`config.mk`:
```
export PLATFORM = sky130hd
export DESIGN_NAME = sync_down_counter
export DESIGN_NICKNAME = d
export VERILOG_FILES = /design/src/rtl/sync_down_counter_pkg.sv /design/src/rtl/sync_down_counter_tff.sv /design/src/rtl/sync_down_counter.sv
export SDC_FILE = /design/constraint.sdc
export NUM_CORES = 1
export LEC_CHECK = 0
export CAP_MARGIN = 20
export CORE_AREA = 5 5 42 44
export DETAILED_ROUTE_END_ITERATION = 12
export DIE_AREA = 0 0 47 49
export DONT_BUFFER_PORTS = 1
export GPL_TIMING_DRIVEN = 0
export PLACE_DENSITY = 0.46
export SYNTH_ARGS = -nofsm -noshare
export SYNTH_HDL_FRONTEND = slang
export SYNTH_HIERARCHICAL = 1
export SYNTH_SLANG_ARGS = --single-unit
```
`constraint.sdc`:
```
create_clock -name clk -period 3.2 [get_ports clk]
set_input_delay 0.48 -clock clk [delete_from_list [all_inputs] [get_ports clk]]
set_output_delay 0.48 -clock clk [all_outputs]
set_load 0.01 [all_outputs]
```
`src/rtl/sync_down_counter_pkg.sv`:
```
// Shared constants for the synchronous down counter: FSM state encoding and default width.
package sync_down_counter_pkg;

    localparam int unsigned DEFAULT_WIDTH = 4;

    typedef enum logic [1:0] {
        IDLE = 2'b00,
        RUN  = 2'b01,
        DONE = 2'b10
    } state_e;

endpackage

```
`src/rtl/sync_down_counter_tff.sv`:
```
// tff_ld: one counter bit, a T flip-flop with parallel load.
// Priority is synchronous active-low reset, then load, then toggle.
module tff_ld (
    input  logic clk,
    input  logic reset_n,
    input  logic T,
    input  logic ld,
    input  logic d,
    output logic q
);

    logic q_q;

    always_ff @(posedge clk) begin
        if (!reset_n) begin
            q_q <= 1'b0;
        end else if (ld) begin
            q_q <= d;
        end else if (T) begin
            q_q <= ~q_q;
        end
    end

    assign q = q_q;

endmodule

```
`src/rtl/sync_down_counter.sv`:
```
// Loadable down counter built from T flip-flops, with an IDLE/RUN/DONE control FSM.
// Define SYNC_DOWN_COUNTER_AUTORELOAD_EN to reload the start value on reaching zero.
module sync_down_counter
    import sync_down_counter_pkg::*;
#(
    parameter int unsigned WIDTH = DEFAULT_WIDTH
) (
    input  logic             clk,
    input  logic             reset_n,
    input  logic             en,
    input  logic             load,
    input  logic [WIDTH-1:0] load_val,
    output logic [WIDTH-1:0] Q,
    output logic             busy,
    output logic             done
);

    localparam logic [WIDTH-1:0] Q_ONE = WIDTH'(1);

    state_e           state_q, state_d;
    logic             done_q, done_d;
    logic             cnt_en;
    logic             ld;
    logic [WIDTH-1:0] ld_val;
    logic [WIDTH-1:0] t;

`ifdef SYNC_DOWN_COUNTER_AUTORELOAD_EN
    logic [WIDTH-1:0] reload_q;

    always_ff @(posedge clk) begin
        if (!reset_n) begin
            reload_q <= '0;
        end else if (load) begin
            reload_q <= load_val;
        end
    end
`endif

    always_comb begin
        state_d = state_q;
        done_d  = 1'b0;
        cnt_en  = 1'b0;
        ld      = load;
        ld_val  = load_val;
        if (load) begin
            state_d = (load_val != '0) ? RUN : DONE;
        end else if (state_q == RUN && en) begin
            if (Q == Q_ONE) begin
                cnt_en = 1'b1;
                done_d = 1'b1;
`ifndef SYNC_DOWN_COUNTER_AUTORELOAD_EN
                state_d = DONE;
`endif
            end else if (Q == '0) begin
`ifdef SYNC_DOWN_COUNTER_AUTORELOAD_EN
                ld     = 1'b1;
                ld_val = reload_q;
`endif
            end else begin
                cnt_en = 1'b1;
            end
        end
    end

    // Borrow chain: a bit toggles when every lower bit is zero.
    always_comb begin
        t    = '0;
        t[0] = cnt_en;
        for (int unsigned i = 1; i < WIDTH; i++) begin
            t[i] = t[i-1] & ~Q[i-1];
        end
    end

    for (genvar i = 0; i < WIDTH; i++) begin : g_bit
        tff_ld u_tff (
            .clk    (clk),
            .reset_n(reset_n),
            .T      (t[i]),
            .ld     (ld),
            .d      (ld_val[i]),
            .q      (Q[i])
        );
    end

    always_ff @(posedge clk) begin
        if (!reset_n) begin
            state_q <= IDLE;
            done_q  <= 1'b0;
        end else begin
            state_q <= state_d;
            done_q  <= done_d;
        end
    end

    assign busy = (state_q == RUN);
    assign done = done_q;

endmodule
```
==> reports/metrics.csv, run 1 <==
stage;metric;value;unit
final_layout;Layout area overhead;12.3;%
global_routing;Congestion Overflow GR;0;
timing;Tightest Pin Transition;0.446;ns
timing;Period minus WS final;1.38;ns
route;vias per std cell;5.24;
clocking;CTS resizes;0;
setup_path;Worst EP arrival;1.52;ns
floorplanning;num rows;14;
power_and_ir_drop;Pwr per Cell Area;486;nW/um2
setup_path;CP max FO;4;
final_layout;fin nets;52;
global_routing;first-pass GRT wire length;1410;um
route;final WL;889;um
final_layout;# diodes;0;
timing;RSZ-0062 raised after global routing;no;
clocking;CTS Buf Count;3;
synth;cell taking the most area after synthesis;dfxtp_1;
setup_path;Critical-path top delay cell;dfxtp_1;
clocking;post-cts hold buffer count;0;
setup_path;Worst setup EP type;register;
synth;synthesized instance count;39;
min_path;hold crit path type;in2reg;
setup_path;family with the most delay on the worst path;simple AND/OR/NAND/NOR gates;
route;Routed WL per cell;15.1;um
place;GPL Wtd Cong;0.668;
timing;normalized max-slew margin;69.9;%
job;max_cap viols;0;
synth;mapped cell area;377;um2
floorplanning;height of the die;49;um
outcome;status;finished clean;
place;worst slack, placed;1.72;ns
timing;Period Utilization, post-route;43.0;%
clocking;clock slew at reported path FFs;0.05;ns
place;number of port buffers;0;
floorplanning;core area;1400;um2
setup_path;crit path cell chain;nand3b_1 -> or2_1 -> nor3_1 -> xor2_1 -> o211a_1;
setup_path;worst r2r path cells;5;
timing;Setup Skew;0.00164;ns
synth;Synth Area per Inst;9.66;um2
timing;Setup WS post-layout;1.82;ns
clocking;postcts setup bufs;0;
route;Iter 0 DRT Violations;2;
floorplanning;io pins;14;
synth;Yosys top cell area share;37.2;%
route;Initial DRT Pass Iterations;4;
final_layout;layout cell share with drive strength beyond 1;11.6;%
synth;number of library cell types mapped by synthesis;20;
setup_path;WP data required;3.35;ns
synth;syn nets;47;
clocking;Root Driver;clkbuf_4;
synth;Seq/Total Area, Yosys;37.2;%
min_path;Hold Crit Depth;1;
clocking;clk_lat worst skew;0.25;ns
route;DRC Markers;0;
synth;Synth area leaders;dfxtp_1 (37%), o211a_1 (11%), xor2_1 (9.3%);
floorplanning;Die X;47;um
clocking;CTS tree;built;
global_routing;largest net degree at the start of global routing;14;
clocking;CTS Sinks;7;
floorplanning;die area;2300;um2
synth;Yosys Warn Count;6;
timing;setup TNS;0;ns
global_routing;vias in the first global route;305;
power_and_ir_drop;Max VDD drop;0.148;mV
global_routing;Total Routing Usage GR;8.97;%
clocking;CTS H-Tree Depth;1;
power_and_ir_drop;Static Leak;0.000204;uW
setup_path;Crit Path Category;reg2reg;
setup_path;Crit path depth;5;
final_layout;# fillers;162;
timing;fmax;727;MHz
route;Vias;309;
timing;final setup vio count;0;
route;Final ANT Viol Nets;0;
setup_path;Worst Setup Start Kind;register;
timing;Final Max Tran Viols;0;
global_routing;initial antenna violation count;0;
timing;Final Hold Viols;0;
clocking;clk buf depth;2;
setup_path;crit-path max cell delay;0.33;ns
synth;Synth Register Bits;7;
power_and_ir_drop;Final Power;205;uW
floorplanning;Initial Util;26.9;%
setup_path;WP buf/inv;0;
power breakdown:
| group | internal, uW | switching, uW |
|---|---|---|
| Clock | 47.7 | 34.7 |
| Sequential | 92.8 | 10.2 |
| Combinational | 11.9 | 8.01 |
layout make-up:
type                    count  area, um2  share of cell area (%)
clock buffers               4       26.3                    6.21
multi-input cells          31        233                    55.0
flip-flops and latches      7        140                    33.1
well taps                  16       20.0                    4.73
inverters                   1       3.75                   0.888
cells in the final DEF, fill, tap and decap left out, types with 2 or more instances in the layout:
master,synthesis,routed
xor2_1,4,4
o211a_1,4,4
dfxtp_1,7,7
nand3b_1,2,2
nor2_1,3,3
nor3_1,2,2
clkbuf_4,0,3
nand2b_1,4,4
through the flow:
step	util [%]	hold WS, ns	cells	instance area [um2]
CTS	30.2	0.340	59	423
floorplan	-	0.479	39	377
finish	30.2	0.353	59	423
global route	30.2	0.339	59	423
detailed placement	28.3	0.509	55	397
global placement	28.3	0.495	55	397
worst paths after layout:
kind	start	to	slack [ns]
max	state_q[1]$_SDFFE_PN0P_	g_bit[1].u_tff/q$_SDFFE_PN0P_	1.82
min	reset_n	g_bit[3].u_tff/q$_SDFFE_PN0P_	0.35
max reg2reg	state_q[1]$_SDFFE_PN0P_	g_bit[1].u_tff/q$_SDFFE_PN0P_	1.82
min reg2reg	state_q[0]$_SDFFE_PN0P_	state_q[0]$_SDFFE_PN0P_	0.53
metal layers:
metal | wire, um | global-route usage, %
met1 | 355 | 10.9
met2 | 415 | 10.4
met3 | 118 | 6.27
met4 | 0 | 6.91
met5 | 0 | 0
logic make-up (layout without fill, tap and decap cells):
group / after synthesis / after routing / synth area share [%]
DFF: 7 / 7 / 37.2
buffers and inverters: 1 / 5 / 0.996
xor gates and xnor gates: 4 / 4 / 9.30
AOI/OAI and AO/OA: 8 / 8 / 18.6
and+or+nand+nor: 19 / 19 / 33.9
synth_stat cells:
cell and n:
a21oi_1 1, inv_1 1, xor2_1 4, o311a_1 1, nand2_1 1, nor4b_2 1, nor3b_1 1, nand2b_1 4
nor3_1 2, nand3b_1 2, o41ai_1 1, nor2b_2 1, nor2_1 3, and3_1 1, o211a_1 4, o22ai_1 1
dfxtp_1 7, nor2b_1 1, and4bb_1 1, or2_1 1
sequential cells by signal, indices dropped and copies added (netlist names):
register / flops
state_q: 2
done: 1
g_bit.u_tff/q: 4
No activity file was read; power rests on OpenSTA's default activity.
==> inputs of run 2 (changes only) <==
==> constraint.sdc (replaced) <==
create_clock -name clk -period 1.4 [get_ports clk]
set_input_delay 0.21 -clock clk [delete_from_list [all_inputs] [get_ports clk]]
set_output_delay 0.21 -clock clk [all_outputs]
set_load 0.01 [all_outputs]
==> run 2 against run 1 <==
Clock-buffer cell count is the same. Power increased by 130%. First-iteration DRC count rose to 3.0 times the previous value. Combinational power rose by 130%. Final area grew 2.4%. Critical endpoint is now g_bit[0].u_tff/q$_SDFFE_PN0P_.
==> reports/metrics.csv, run 2 (synthesis gave the netlist of run 1 again) <==
stage;metric;value;unit
outcome;status;finished clean;
route;Routed WL per cell;14.8;um
setup_path;crit-path max cell delay;0.33;ns
clocking;post-cts hold buffer count;0;
place;GPL Wtd Cong;0.668;
setup_path;RR Endpoint;g_bit[0].u_tff/q$_SDFFE_PN0P_;
clocking;clock slew at reported path FFs;0.06;ns
power_and_ir_drop;Static Leak;0.000207;uW
clocking;CTS resizes;0;
timing;fmax;757;MHz
power_and_ir_drop;Max VDD drop;0.343;mV
timing;normalized max-slew margin;71.5;%
setup_path;crit path cell chain;nand3b_1 -> or2_1 -> a21oi_1 -> xor2_1 -> o211a_1;
floorplanning;die area;2300;um2
place;Cells after DPL;55;
global_routing;initial antenna violation count;0;
route;DRC Markers;0;
route;final WL;876;um
clocking;CTS H-Tree Depth;1;
timing;Hold WS;0.0836;ns
timing;Period Utilization, post-route;94.3;%
timing;setup TNS;0;ns
setup_path;Critical-path top delay cell;dfxtp_1;
final_layout;# fillers;161;
final_layout;fin nets;52;
timing;Setup Skew;0.00293;ns
timing;final setup vio count;0;
setup_path;CP endpoint;g_bit[0].u_tff/q$_SDFFE_PN0P_;
global_routing;Total Routing Usage GR;8.97;%
global_routing;vias in the first global route;305;
job;max_cap viols;0;
floorplanning;Die X;47;um
global_routing;largest net degree at the start of global routing;14;
global_routing;first-pass GRT wire length;1410;um
setup_path;WP data required;1.55;ns
power_and_ir_drop;Pwr per Cell Area;1090;nW/um2
setup_path;startpoint of the worst-slack reg-to-reg timing path;state_q[1]$_SDFFE_PN0P_;
route;Final ANT Viol Nets;0;
clocking;clk_lat worst skew;0.25;ns
setup_path;Crit Path Category;reg2reg;
route;Iter 0 DRT Violations;6;
clocking;CTS Sinks;7;
min_path;hold crit path type;in2reg;
final_layout;Layout area overhead;15.0;%
setup_path;Worst EP arrival;1.47;ns
global_routing;Congestion Overflow GR;0;
floorplanning;io pins;14;
setup_path;Worst Setup Start Kind;register;
floorplanning;core area;1400;um2
clocking;CTS Buf Count;3;
clocking;Root Driver;clkbuf_4;
place;number of port buffers;0;
timing;Final Hold Viols;0;
floorplanning;num rows;14;
floorplanning;Initial Util;26.9;%
clocking;postcts setup bufs;0;
timing;Period minus WS final;1.32;ns
route;Vias;304;
final_layout;commonest non-fill, non-tap cell in the layout;dfxtp_1;
clocking;CTS tree;built;
timing;Tightest Pin Transition;0.421;ns
setup_path;worst r2r path cells;5;
setup_path;R2R Setup Slk;0.08;ns
setup_path;crit path launch;state_q[1]$_SDFFE_PN0P_;
final_layout;layout cell share with drive strength beyond 1;16.3;%
clocking;clk buf depth;2;
min_path;Worst Hold Launch;reset_n;
route;Initial DRT Pass Iterations;4;
final_layout;most frequent cells in the layout;dfxtp_1 (7), xor2_1 (4), nand2b_1 (4), o211a_1 (4);
floorplanning;height of the die;49;um
final_layout;# diodes;0;
timing;RSZ-0062 raised after global routing;no;
route;vias per std cell;5.15;
timing;Final Max Tran Viols;0;
setup_path;CP max FO;4;
final_layout;max reg flops;4;
setup_path;Worst setup EP type;register;
final_layout;fin cells;59;
-- run 2: per-stage QoR --
stage	setup slack, ns	area, um2	power [uW]	utilization (%)
CTS	0.0214	423	481	30.2
global placement	0.0512	397	284	28.3
detailed placement	0.0292	397	285	28.3
floorplan	0.112	377	275	-
global route	0.00714	433	502	30.9
finish	0.0794	433	471	30.9
-- run 2: worst min path at each step --
stage,to,cells past startpoint
after floorplan,state_q[1]$_SDFFE_PN0P_,1
after global placement,state_q[1]$_SDFFE_PN0P_,1
after detailed placement,g_bit[3].u_tff/q$_SDFFE_PN0P_,1
after CTS,g_bit[3].u_tff/q$_SDFFE_PN0P_,1
after global routing,g_bit[3].u_tff/q$_SDFFE_PN0P_,1
final,g_bit[3].u_tff/q$_SDFFE_PN0P_,1
-- run 2: layout make-up --
type | instances | area (um2) | share of cell area (%)
clock buffers | 4 | 26.3 | 6.07
inverters | 1 | 3.75 | 0.867
well taps | 16 | 20.0 | 4.62
flip-flops and latches | 7 | 140 | 32.4
multi-input cells | 31 | 243 | 56.1
-- run 2: critical path, delay by kind of cell (launching register included) --
family,cells,cell delay [ns]
simple gates,2,0.43
flops,1,0.33
compound gates,2,0.37
xor+xnor,1,0.09
-- run 2: per-layer routing --
| layer | vias to the layer above | routed length, um | GRT usage [%] |
|---|---|---|---|
| li1 | 152 | - | - |
| met1 | 139 | 343 | 10.9 |
| met2 | 13 | 424 | 10.4 |
| met3 | 0 | 108 | 6.27 |
| met4 | 0 | 0 | 6.91 |
| met5 | - | 0 | 0 |
-- run 2: where the power goes --
group | switching [uW] | leakage, uW | total [uW] | internal (uW)
clock network | 78.9 | 0.0000150 | 188 | 109
logic | 19.1 | 0.000135 | 46.6 | 27.5
registers | 23.9 | 0.0000580 | 236 | 212
==> inputs of run 3 (changes only) <==
--- a/config.mk
+++ b/config.mk
@@ -7,6 +7,7 @@
 export LEC_CHECK = 0
 export CAP_MARGIN = 20
 export CORE_AREA = 5 5 42 44
+export CTS_CLUSTER_DIAMETER = 200
 export DETAILED_ROUTE_END_ITERATION = 12
 export DIE_AREA = 0 0 47 49
 export DONT_BUFFER_PORTS = 1
@@ -16,3 +17,4 @@
 export SYNTH_HDL_FRONTEND = slang
 export SYNTH_HIERARCHICAL = 1
 export SYNTH_SLANG_ARGS = --single-unit
+export TNS_END_PERCENT = 30
==> results of run 3 <==
The final DEF is identical to that of run 2; final timing and power are the same.
